## config.mk

```make
export PLATFORM = sky130hd
export DESIGN_NAME = axis_packet_gen
export DESIGN_NICKNAME = d
export VERILOG_FILES = /design/src/rtl/axis_packet_gen.sv
export SDC_FILE = /design/constraint.sdc
export NUM_CORES = 1
export LEC_CHECK = 0
export CORE_MARGIN = 8
export CORE_UTILIZATION = 53
export CTS_CLUSTER_DIAMETER = 40
export DETAILED_ROUTE_END_ITERATION = 10
export PLACE_DENSITY = 0.83
export RECOVER_POWER = 100
export SLEW_MARGIN = 30
export SYNTH_ARGS = -nofsm -noshare
export SYNTH_HDL_FRONTEND = slang
export SYNTH_SLANG_ARGS = --single-unit
```

## constraint.sdc

```tcl
create_clock -name s_axis_clk -period 5.01 [get_ports s_axis_clk]
set_clock_uncertainty 0.15 [all_clocks]
set_input_delay 1.002 -clock s_axis_clk [delete_from_list [all_inputs] [get_ports s_axis_clk]]
set_output_delay 1.002 -clock s_axis_clk [all_outputs]
set_load 0.01 [all_outputs]
```

## src/rtl/axis_packet_gen.sv

```systemverilog
// AXI-Stream framed test-packet source: counter payload by default,
// PRBS-31 payload when AXIS_PACKET_GEN_PRBS_EN is defined.
module axis_packet_gen #(
  parameter int          LEN_W     = 16,
  parameter int          GAP_W     = 8,
  parameter logic [31:0] PRBS_SEED = 32'h0000_0001
) (
  input  logic             s_axis_clk,
  input  logic             s_axis_reset,
  input  logic             cfg_start,
  input  logic             cfg_stop,
  input  logic [LEN_W-1:0] cfg_len,
  input  logic [GAP_W-1:0] cfg_gap,
  input  logic [15:0]      cfg_count,
  output logic             status_busy,
  output logic [15:0]      status_pkt_cnt,
  output logic             m_axis_valid,
  output logic             m_axis_last,
  output logic [31:0]      m_axis_data,
  input  logic             m_axis_ready
);

  typedef enum logic [1:0] {
    IDLE,
    SEND,
    GAP
  } state_t;

  state_t           state;
  state_t           state_nx;
  logic [LEN_W-1:0] len_q;
  logic [LEN_W-1:0] beat_idx;
  logic [GAP_W-1:0] gap_q;
  logic [GAP_W-1:0] gap_cnt;
  logic [15:0]      count_q;
  logic [15:0]      pkt_cnt;
  logic             stop_pend;
  logic [31:0]      payload;

  logic start_ok;
  logic beat_ok;
  logic last_beat;
  logic pkt_done;
  logic run_end;
  logic gap_end;

  assign start_ok  = (state == IDLE) && cfg_start;
  assign beat_ok   = (state == SEND) && m_axis_ready;
  assign last_beat = beat_idx == len_q - 1'b1;
  assign pkt_done  = beat_ok && last_beat;
  assign gap_end   = gap_cnt == gap_q - 1'b1;
  // a stop arriving on the final beat itself also ends the run
  assign run_end   = ((count_q != 16'd0) && (pkt_cnt + 16'd1 == count_q))
                   || stop_pend || cfg_stop;

  always_ff @(posedge s_axis_clk) begin
    if (s_axis_reset) state <= IDLE;
    else              state <= state_nx;
  end

  always_comb begin
    state_nx = state;
    unique case (state)
      IDLE: if (cfg_start) state_nx = SEND;
      SEND: begin
        if (pkt_done) begin
          if (run_end)              state_nx = IDLE;
          else if (gap_q == '0)     state_nx = SEND;
          else                      state_nx = GAP;
        end
      end
      GAP: begin
        if (cfg_stop)     state_nx = IDLE;
        else if (gap_end) state_nx = SEND;
      end
      default: state_nx = IDLE;
    endcase
  end

  always_comb begin
    m_axis_valid = (state == SEND);
    m_axis_last  = (state == SEND) && last_beat;
    m_axis_data  = (state == SEND) ? payload : 32'd0;
    status_busy  = (state != IDLE);
  end

  assign status_pkt_cnt = pkt_cnt;

  always_ff @(posedge s_axis_clk) begin
    if (s_axis_reset) begin
      len_q     <= '0;
      gap_q     <= '0;
      count_q   <= '0;
      beat_idx  <= '0;
      gap_cnt   <= '0;
      pkt_cnt   <= '0;
      stop_pend <= 1'b0;
    end else begin
      gap_cnt <= (state == GAP) ? gap_cnt + 1'b1 : '0;
      if (start_ok) begin
        len_q     <= (cfg_len == '0) ? LEN_W'(1) : cfg_len;
        gap_q     <= cfg_gap;
        count_q   <= cfg_count;
        beat_idx  <= '0;
        pkt_cnt   <= '0;
        stop_pend <= 1'b0;
      end else begin
        if ((state == SEND) && cfg_stop) stop_pend <= 1'b1;
        if (beat_ok) beat_idx <= last_beat ? '0 : beat_idx + 1'b1;
        if (pkt_done) pkt_cnt <= pkt_cnt + 16'd1;
      end
    end
  end

`ifdef AXIS_PACKET_GEN_PRBS_EN
  logic [31:0] prbs_q;

  function automatic logic [31:0] prbs_adv(input logic [31:0] s);
    logic [31:0] r;
    r = s;
    for (int i = 0; i < 32; i++) r = {r[30:0], r[30] ^ r[27]};
    return r;
  endfunction

  always_ff @(posedge s_axis_clk) begin
    if (s_axis_reset)  prbs_q <= PRBS_SEED;
    else if (start_ok) prbs_q <= PRBS_SEED;
    else if (beat_ok)  prbs_q <= prbs_adv(prbs_q);
  end

  assign payload = prbs_q;
`else
  assign payload = {pkt_cnt, 16'(beat_idx)};
`endif

endmodule

```

==> impl_results.md <==
* Die area at 12,800 um^2
* Gate Count Post-Synth at approximately 630
* CTS buffer count at 9
* Clock Path Buffers at 2
* Post-Synthesis Mean Instance Area at ~8 um^2
* I/O Buffers at 95
* Total Routing Usage GR at 0.212
* Total routed wirelength at 13.6 mm
* Slew Viols, Final at 32
* ANT nets after route at 0
* Sequential cell area fraction in the yosys report at 0.333
* Ratio of cells with drive above 1 in the final layout at 0.0355
* WL per Instance at roughly 17 um
* Synth top area share at 0.333
* DP Worst Slack at between 0.8 and 0.9 ns
* Post-synth top area cell: dfxtp_1
* DP Wirelength at between 10 and 15 mm
* # diodes at 0
* Core Area at slightly above 9000 um^2
* CP Capture Type: output pin
* Tcrit/Tclk final at 0.923
* Synth Flop Type: dfxtp_1
* Placed cells at 800
* Status: finished, violations left
* Vias in the first global route at about 4,500
* CTS Hold Bufs at 0
* Gpl congestion at roughly 0.91
* Total Power at about 1.6 mW
* Synthesized net count at between 600 and 700
* H-tree depth at 3
* Clock Latency Late Sink at between 0.3 and 0.4 ns
* Fillers at just under 800
* EDFF count, synth at 0
* Setup WS post-layout at 0.384 ns
* Synth unique cells at 62
* Num ports at 96
* Design area at about 6200 um^2
* Max-slew headroom at the worst pin at -0.0110
* CTS tree: done
* Clock root cell: clkbuf_8
* Met2 routed WL at between 6 and 7 mm
* Critical-path maximum fanout at 9
* Failing checks: max-capacitance violations, max-slew violations
* DRC violations left at 0
* Drt initial violations at 233
* Flops & latches, synth at 83
* Placement Rows at 35
* Die Width at around 110 um
* Share of flip-flops with an asynchronous set or reset at 0
* Hold Violations, Final at 0
* Fin crit period at about 4.6 ns
* Final Setup Violations at 0
* DR pass1 iterations at 7
* Starting Density at 0.542
* NumNets Final at 750
* Max Cap Violations at 1
* DIE HEIGHT at roughly 110 um
* Sink Count at 83
* Ranking of synthesized cells by area: dfxtp_1, xnor2_1, nand2_1
* Arr. time, crit path at roughly 3.5 ns
* Via count at 4,833
* Initial antenna violation count at 0
* CP max stage delay at roughly 0.54 ns
* Post-place instance area at approximately 5900 um^2
* Unrepaired setup endpoints after global routing: no
* Non-filler cells, final at a little over 800
* Setup bufs post-CTS at 0
* Leakage power at 2.18 nW
* PostCTS Resize Cnt at 0
* Fmax at ~220 MHz
* Critical path class: reg -> out
* PD cells at 264 nW/um^2
* WP data required at between 3 and 4 ns
* Setup TNS at 0 ns
* Syn Std Cell Area at around 5000 um^2
* Crit path max-delay cell type: or4b_1
* Register area at 1660 um^2
* Most common library cells after synthesis: nand2_1, dfxtp_1, a21oi_1, xnor2_1
* Drt via density at ~6
* Metal3 WL at between 600 and 700 um
* Clock slew at reported path FFs at 0.08 ns
* YS warnings at 0
* Most frequent cell after synthesis: nand2_1
* CP startpoint kind: flip-flop
* First-pass GRT wire length at about 23 mm
* Type of the most critical hold path: reg -> reg
* Area of the multi-input gates at ~3100 um^2
* Metal-1 WL at approximately 6.0 mm
* Layout overhead on the synthesized area at 23.9%
* Grt total ovfl at 0
* Worst-Margin Slew at ~1.5 ns
* Largest net degree at the start of global routing at 37
* Top Layer Used: met4
* CP Cell Sequence: inv_1 -> ha_1 -> or4b_1 -> o41ai_2 -> o2111ai_1 -> a2111oi_4 -> clkbuf_2 -> and2_1 -> clkdlybuf4s50_1
* VDD IR-drop max at 0.148 mV
==> report_power, final <==
group / internal [mW] / total (mW) / switching [mW]
clock network: 0.396 / 0.647 / 0.251
registers: 0.683 / 0.719 / 0.0358
logic: 0.119 / 0.261 / 0.143
total: 1.20 / 1.63 / 0.429
==> layout by cell type, fill, tap and decap left out, types with 8 or more instances in the layout <==
| cell | instances |
|---|---|
| dlygate4sd3_1 | 36 |
| nand3_1 | 26 |
| dfxtp_1 | 83 |
| o31ai_1 | 11 |
| o21ai_0 | 10 |
| and2_0 | 15 |
| clkdlybuf4s50_1 | 59 |
| xor2_1 | 24 |
| a22o_1 | 10 |
| nor2_1 | 30 |
| or4_1 | 12 |
| nand2_1 | 87 |
| nor4_1 | 20 |
| xnor2_1 | 38 |
| and2_1 | 21 |
| and3_1 | 8 |
| nand4_1 | 11 |
| clkbuf_8 | 10 |
| inv_1 | 13 |
| a21oi_1 | 51 |
| nor3_1 | 26 |
==> flip-flops by register name, summed over array words and instances, names as in the netlist <==
register / flops
beat_idx: 16
stop_pend: 1
len_q: 16
count_q: 16
state: 2
gap_q: 8
gap_cnt: 8
status_pkt_cnt: 16
==> kinds of logic (layout without fill, tap and decap cells) <==
kind of cell / after synthesis / count (layout) / synth area share
xor gates and xnor gates: 63 / 63 / 0.114
DFF: 83 / 83 / 0.333
muxes: 5 / 5 / 0.0100
adders and majority gates: 5 / 5 / 0.0126
AOI/OAI and AO/OA: 122 / 122 / 0.164
and+or+nand+nor: 297 / 297 / 0.317
buffers and inverters: 58 / 130 / 0.0495
==> critical path: cells and delay by family, from the launching register on <==
family                     cells  cell delay [ns]
AOI/OAI and AO/OA              3             0.93
buffers and inverters          3             0.92
and+or+nand+nor                2             0.69
DFF                            1             0.36
adders and majority gates      1             0.24
==> metrics by stage <==
step           utilization  hold slack [ns]
5_1_grt              0.671            0.367
6_report             0.671            0.339
3_3_place_gp         0.644            0.298
3_5_place_dp         0.644            0.324
2_1_floorplan            -            0.278
4_1_cts              0.674            0.343
==> routing by layer <==
layer	global-route usage	vias to the layer above
met3	0.0351	21
met5	0	-
met1	0.268	2290
li1	-	2393
met4	0.0746	0
met2	0.358	129
==> layout make-up <==
type	count	share of cell area
clock buffer	10	0.0223
inverter	13	0.00790
multi-input combinational	492	0.498
tap	111	0.0225
sequential	83	0.269
timing repair buffer	101	0.158
clock inverter	6	0.0221
==> final timing paths <==
kind / startpoint / end / slack (ns) / cells past startpoint
min reg2reg: stop_pend / stop_pend / 0.34 / 2
min: stop_pend / stop_pend / 0.34 / 2
max: len_q[0] / m_axis_last / 0.38 / 9
max reg2reg: len_q[0] / beat_idx[5] / 1.17 / 8
(Power assumes the default switching activity.)
